$ cat src/rtl/mult_issue_queue.sv
// Reservation station for the pipelined multiply unit.
// Holds dispatched MUL/MULH ops in a collapsing queue (entry 0 = oldest),
// snoops the CDB for missing operands and issues the oldest ready op each cycle.
module mult_issue_queue #(
    parameter int DEPTH  = 4,
    parameter int DATA_W = 32,
    parameter int TAG_W  = 6
) (
    input  logic              clk,
    input  logic              rst,
    input  logic              flush,
    input  logic              disp_en,
    input  logic [DATA_W-1:0] disp_rs1_data,
    input  logic [TAG_W-1:0]  disp_rs1_tag,
    input  logic              disp_rs1_rdy,
    input  logic [DATA_W-1:0] disp_rs2_data,
    input  logic [TAG_W-1:0]  disp_rs2_tag,
    input  logic              disp_rs2_rdy,
    input  logic [2:0]        disp_funct3,
    input  logic [TAG_W-1:0]  disp_rd_tag,
    input  logic              cdb_valid,
    input  logic [TAG_W-1:0]  cdb_tag,
    input  logic [DATA_W-1:0] cdb_data,
    output logic              full,
    output logic              queue_en,
    output logic [DATA_W-1:0] op1,
    output logic [DATA_W-1:0] op2,
    output logic [2:0]        funct3,
    output logic [TAG_W-1:0]  tag_in,
    output logic              tag_in_valid
);
    localparam int CW = $clog2(DEPTH + 1);
    localparam int IW = (DEPTH > 1) ? $clog2(DEPTH) : 1;

    typedef struct packed {
        logic [DATA_W-1:0] data;
        logic [TAG_W-1:0]  tag;
        logic              rdy;
    } opnd_t;

    typedef struct packed {
        opnd_t             rs1;
        opnd_t             rs2;
        logic [2:0]        funct3;
        logic [TAG_W-1:0]  rd_tag;
    } payload_t;

    logic [DEPTH-1:0] vld;
    logic [DEPTH-1:0] vld_nxt;
    payload_t         pl     [DEPTH];
    payload_t         pl_nxt [DEPTH];
    logic [CW-1:0]    count;
    logic [CW-1:0]    count_nxt;
    logic             iss_en;
    logic [IW-1:0]    iss_idx;
    logic             disp_acc;
    int               wr_idx;
    payload_t         disp_pl;

    // A waiting operand whose producer tag is on the CDB captures the value.
    function automatic opnd_t wake(input opnd_t o, input logic cv,
                                   input logic [TAG_W-1:0] ct,
                                   input logic [DATA_W-1:0] cd);
        opnd_t r;
        r = o;
        if (cv && !o.rdy && (o.tag == ct)) begin
            r.data = cd;
            r.rdy  = 1'b1;
        end
        return r;
    endfunction

    assign full     = (count == CW'(DEPTH));
    assign disp_acc = disp_en & ~full & ~flush;

    // Oldest-first select among entries whose operands are both ready (registered state only)
    always_comb begin
        iss_en  = 1'b0;
        iss_idx = '0;
        for (int i = DEPTH - 1; i >= 0; i--) begin
            if (vld[i] && pl[i].rs1.rdy && pl[i].rs2.rdy) begin
                iss_en  = 1'b1;
                iss_idx = IW'(i);
            end
        end
    end

    // Issue port: selected entry, or all zero when nothing is ready
    always_comb begin
        queue_en     = iss_en;
        tag_in_valid = iss_en;
        op1          = '0;
        op2          = '0;
        funct3       = '0;
        tag_in       = '0;
        if (iss_en) begin
            op1    = pl[iss_idx].rs1.data;
            op2    = pl[iss_idx].rs2.data;
            funct3 = pl[iss_idx].funct3;
            tag_in = pl[iss_idx].rd_tag;
        end
    end

    // Incoming op with CDB bypass; lands behind the last surviving entry
    always_comb begin
        wr_idx         = int'(count) - (iss_en ? 1 : 0);
        disp_pl.rs1    = wake(opnd_t'({disp_rs1_data, disp_rs1_tag, disp_rs1_rdy}),
                              cdb_valid, cdb_tag, cdb_data);
        disp_pl.rs2    = wake(opnd_t'({disp_rs2_data, disp_rs2_tag, disp_rs2_rdy}),
                              cdb_valid, cdb_tag, cdb_data);
        disp_pl.funct3 = disp_funct3;
        disp_pl.rd_tag = disp_rd_tag;
    end

    // Next queue image: collapse above the issued slot, wake operands, append dispatch
    always_comb begin
        vld_nxt = vld;
        for (int i = 0; i < DEPTH; i++) begin
            pl_nxt[i] = pl[i];
            if (iss_en && (i >= int'(iss_idx))) begin
                if (i == DEPTH - 1) begin
                    vld_nxt[i] = 1'b0;
                end else begin
                    vld_nxt[i] = vld[(i < DEPTH - 1) ? i + 1 : i];
                    pl_nxt[i]  = pl[(i < DEPTH - 1) ? i + 1 : i];
                end
            end
            pl_nxt[i].rs1 = wake(pl_nxt[i].rs1, cdb_valid, cdb_tag, cdb_data);
            pl_nxt[i].rs2 = wake(pl_nxt[i].rs2, cdb_valid, cdb_tag, cdb_data);
            if (disp_acc && (i == wr_idx)) begin
                vld_nxt[i] = 1'b1;
                pl_nxt[i]  = disp_pl;
            end
        end
        count_nxt = count - CW'(iss_en) + CW'(disp_acc);
        if (flush) begin
            vld_nxt   = '0;
            count_nxt = '0;
        end
    end

    // Control state: valid bits and occupancy are the only reset-sensitive registers
    always_ff @(posedge clk) begin
        if (rst) begin
            vld   <= '0;
            count <= '0;
        end else begin
            vld   <= vld_nxt;
            count <= count_nxt;
        end
    end

    // Payload storage: only ever observed through a valid entry, so it carries no reset
    always_ff @(posedge clk) begin
        for (int i = 0; i < DEPTH; i++) begin
            pl[i] <= pl_nxt[i];
        end
    end

endmodule
$ cat config.mk
export PLATFORM = sky130hd
export DESIGN_NAME = mult_issue_queue
export DESIGN_NICKNAME = d
export VERILOG_FILES = /design/src/rtl/mult_issue_queue.sv
export SDC_FILE = /design/constraint.sdc
export NUM_CORES = 1
export LEC_CHECK = 0
export ABC_AREA = 1
export BUFFER_PORTS_ARGS = -buffer_cell sky130_fd_sc_hd__buf_2
export CORE_MARGIN = 5
export CORE_UTILIZATION = 32
export DETAILED_ROUTE_END_ITERATION = 6
export PLACE_DENSITY_LB_ADDON = 0.05
export SYNTH_ARGS = -nofsm -noshare
export SYNTH_HDL_FRONTEND = slang
export SYNTH_SLANG_ARGS = --single-unit
$ cat constraint.sdc
create_clock -name clk -period 7 [get_ports clk]
set_input_delay 0.35 -clock clk [delete_from_list [all_inputs] [get_ports clk]]
set_output_delay 0.35 -clock clk [all_outputs]
set_load 0.005 [all_outputs]
## After elaboration in Yosys (flattened, before gate mapping)

Memories as Yosys holds them, arrays and structs flattened.
Cells that the tools add are included.

- Muxes and demuxes: 48
- Bitwise gates (word level): 4
- Equal/unequal tests: 14
- Order comparisons: 3
- $add $sub $neg: 3
- Reduce and logical (&&, ||, !) cells: 51

Operator list:

| cell | count |
|---|---|
| $mux W87 | 7 |
| $mux W32 | 12 |
| $eq A6 B6 Y1 | 10 |
| $logic_and A1 B1 Y1 | 35 |
| $logic_not A32 Y1 | 1 |
| $mux W1 | 23 |
| $logic_not A1 Y1 | 10 |
| $eq A3 B4 Y1 const A | 2 |
| $mux W2 | 4 |
| $reduce_bool A2 Y1 | 4 |
| $mux W6 | 1 |
| $eq A2 B4 Y1 const A | 1 |
| $ge A1 B2 Y1 const A | 2 |
| $sub A3 B1 Y4 | 1 |
| $add A3 B1 Y3 | 1 |
| $eq A3 B3 Y1 const B | 1 |
| $mux W3 | 1 |
| $sub A3 B1 Y3 | 1 |
| $and A1 B1 Y1 | 2 |
| $ge A2 B2 Y1 const A | 1 |
| $not A1 Y1 | 2 |
| $reduce_or A2 Y1 | 1 |

- Output and inout port bits: 76
- RAM bits: 348
- Flip-flop bits (word level): 7
- Input bits: 130
- Memories: 1

Memories:

| name | depth | width | read ports | clocked after memory_dff | wr ports | RTL line | RTL |
|---|---|---|---|---|---|---|---|
| pl | 4 | 87 | 5 | 0 | 4 | 50 | `payload_t pl [DEPTH];` |

## Depth between registers and ports, before layout

- Word-level depth: 14
- Depth in mapped cells: 18
- Mapped depth without buffers: 14

## Worst setup path after synthesis

Ideal clock, no wire load.

- Kind: reg-to-reg
- Start point: mem pl[1][9] (netlist name)
- End point: mem pl[1][16] (netlist name) (enable)
- Path buffers: 4
- Cell stages (with the launch flop): 17
- Period minus slack after synthesis: 4363 ps
- Data arrival time: 3973 ps
- Path slack: 2637 ps
- Library setup time: 389 ps
- Path through: dfxtp_1 -> nand3_1 -> buf_2 -> inv_1 -> nor3_1 -> clkbuf_1 -> clkbuf_1 -> inv_1 -> ha_1 -> ha_1 -> xor2_1 -> a21oi_1 -> nand2_1 -> nor2_1 -> clkbuf_1 -> nor2_1 -> nand2_1

RTL lines:

| item | RTL line |
|---|---|
| start: declaration | 50 |

==> qor.yml <==
run_status: "finished, final reports clean"
synth_top_family_by_area: "simple AND/OR/NAND/NOR gates"
tightest_slew_ps: 1161
cts_tree: "built"
synth_fa_ha_area_share_pct: 0.3669
grt_use_total_pct: 26.42
final-max-slew-violation-count: 0
cp-startpoint: "pl[0][48]"
crit_type: "reg2out"
hpwl_um: 62750
antenna_found_initial: 1
synth_top_area_share_pct: 40.55
powerDensity_mw_per_mm2: 256.0
grt_max_degree: 101
syn_inst: 3188
synthArstFlopShare_pct: 0
crit_family: "buffers and inverters"
dieArea_mm2: 0.07575
ys_ff_latch: 355
synth_flop_cell: "edfxtp_1"
core_area_mm2: 0.06991
synth_nets: 3324
cts_root_buf: "clkbuf_16"
r2r_slack_ps: 2060
synth.distinct_cells: 40
crit_fanout: 62
finalSetupViolCount: 0
synth-xor-area-share_pct: 0.6225
drive_gt1_share_pct: 11.29
dr.pass1.iters: 5
portBuffers: 205
grt_pass1_vias: 22453
overflow: 0
ant_nets: 0
rsz0062_at_grt: "false"
hold_violations: 0
cts.sinks: 355
muxShareOfSynthArea_pct: 0
r2r_end: "pl[2][35]"
peakVddDrop_v: 0.0001475
cts.repair.resized: 0
cpMostUsedCell: "buf_4"
rows: 97
timing.hold.ws_ps: 36.11
rr_worst_depth: 12
ys_top_cells_by_count: "1,099 x nand2_1, 432 x nand3_1, 385 x nor2_1, 304 x edfxtp_1, 277 x o21ai_0"
critPathBufInv: 6
synth_compound_area_share_pct: 10.04
clock_skew_ps: 20.78
netlist_area_mm2: 0.02251
drc: 0
reg2reg_from: "vld[1]"
finalCriticalPeriod_ps: 5354
clk_pin_slew_ps: 60
seq_area_frac_synth_pct: 45.09
whs_path_depth: 1
wire_per_inst_um: 24.37
worstSetupEndpoint: "op1[31]"
synth_area_leaders: "edfxtp_1 41%, nand2_1 18%, nand3_1 9.6%, nor2_1 6.4%, o21ai_0 6.2%"
synthSimpleGateAreaFrac_pct: 36.19
cp_slowest_cell: "buf_4"
syn_area_per_cell_um2: 7.061
synth_edf_count: 304
worstSkewPairLatency_ps: 590
p_total_uw: 6578
avgViaCountPerCell: 5.354
cpPeakStageDelay_ps: 850
worstPathArrival_ps: 5000
clock.fmax_ghz: 0.1868
numCtsBuffers: 45
areaGrowthSynthToFinish_pct: 14.16
htree_levels: 2
cts_buffer_depth: 3
ios: 206
slew_headroom_pct: 22.32
synth_warnings: 0
drt_iter0_markers: 2301
maxCapViolCount: 0
regArea_mm2: 0.01015
die_h_um: 275.2
hold_class: "in2reg"
yosysMostFrequentCell: "nand2_1"
path_cells: "nand3_4 -> inv_2 -> buf_4 -> nor3_2 -> buf_4 -> inv_2 -> buf_4 -> nor2_1 -> o21ai_0 -> a21oi_1 -> buf_2"
p_leak_uw: 0.01157
nFillCells: 7577
grt_pass1_wl_um: 149700
final_nets: 3415
start_kind: "flop"
endpoint_kind: "primary output"
multi_input_area_mm2: 0.01075
globalplace.congestion: 0.8408
path_depth: 11
start_util_pct: 32.20
synth.largest_area_cell: "edfxtp_1"
fin_crit_sh_pct: 76.49
critPathRequiredTime_ps: 6650
wl_um: 103700
fin_tns_setup_ps: 0
dieWidth_um: 275.2
num_antenna_cells: 0
vias: 22776
[power by group]
group	internal (uW)	switching (uW)	total, uW
clock network	1310	994	2300
registers	2610	117	2720
logic	414	1140	1550
total	4330	2250	6580
[layout by cell type (no fill, tap or decap), types with 5 or more instances in the layout]
cell           synthesis  routed
nand2_1             1099    1090
nand3_1              432     432
xnor2_1                5       5
dlygate4sd3_1          0      16
clkbuf_16              0      47
nor2_4                 5      12
or2_2                  6       6
inv_1                159     156
a21oi_1              120     120
nand4_1               11      11
o21ai_0              277     277
buf_2                 96     205
clkinv_1               5      14
o21ai_1               22      22
a31oi_1                6       6
clkinv_2               0      11
buf_4                  8      49
nor3_1                 8       6
nand2_2                5      13
xor2_1                11      11
o22ai_1                5       5
dfxtp_1               51      51
o211ai_1               7       7
ha_1                   5       5
clkbuf_1              91      13
nor2_1               385     383
edfxtp_1             304     304
inv_2                  7       7
[metal layers]
| metal | global-route usage, % | wire length (um) |
|---|---|---|
| met3 | 4.407 | 7983 |
| met2 | 43.36 | 47800 |
| met5 | 0 | 18 |
| met1 | 36.14 | 44990 |
| met4 | 7.476 | 2893 |
[cell families after synthesis]
| group | count (synthesis) |
|---|---|
| and+or+nand+nor | 1970 |
| DFF | 355 |
| xor gates and xnor gates | 16 |
| AOI/OAI and AO/OA | 442 |
| buffers and inverters | 399 |
| adders and majority gates | 6 |
[timing repair]
| action | 4_1_cts | 5_1_grt |
|---|---|---|
| endpoints found under the hold margin | 16 | 0 |
| setup buffers | 0 | 0 |
| hold buffers | 16 | 0 |
[worst register-to-register path, cell delays in order (launching register included)]
cell     delay [ps]
dfxtp_1         360
nand3_1         640
nand2_8         970
inv_2           360
nand3_2         150
nand2_1          80
nand2_1          70
nand3_1         110
nor2_4          110
buf_4           510
nand2_2         150
nand2_2         710
buf_4           410
[registers in the layout, indices dropped and copies added, names as in the netlist]
signal / count
count: 3
pl: 348
vld: 4
[final cells by class]
type	count	share of cell area [%]
sequential	355	39.50
clock inverter	21	0.5696
multi-input combinational	2434	41.81
tap	940	4.577
clock buffer	61	4.820
inverter	171	2.522
timing repair buffer	272	6.203
[per-stage QoR]
| stage | util (%) | std cells | worst slack, ps | cell area [um2] |
|---|---|---|---|---|
| after floorplan | - | 3188 | 2637 | 22510 |
| after detailed placement | 34.55 | 4156 | 2118 | 24150 |
| after global placement | 34.55 | 4156 | 2210 | 24150 |
| after global routing | 36.76 | 4254 | 1291 | 25700 |
| final | 36.76 | 4254 | 1646 | 25700 |
| after CTS | 36.76 | 4254 | 1590 | 25700 |
[how the worst min path moves through the flow]
stage	from	to	slack, ps
after global routing	disp_rs1_tag[2]	pl[3][51]	20
after floorplan	disp_rd_tag[0]	pl[3][0]	450
after global placement	vld[3]	vld[3]	490
after detailed placement	vld[3]	vld[3]	490
final	disp_rs1_tag[2]	pl[3][51]	40
after CTS	disp_rs1_tag[2]	pl[3][51]	6
No activity file was read; power rests on OpenSTA's default activity.
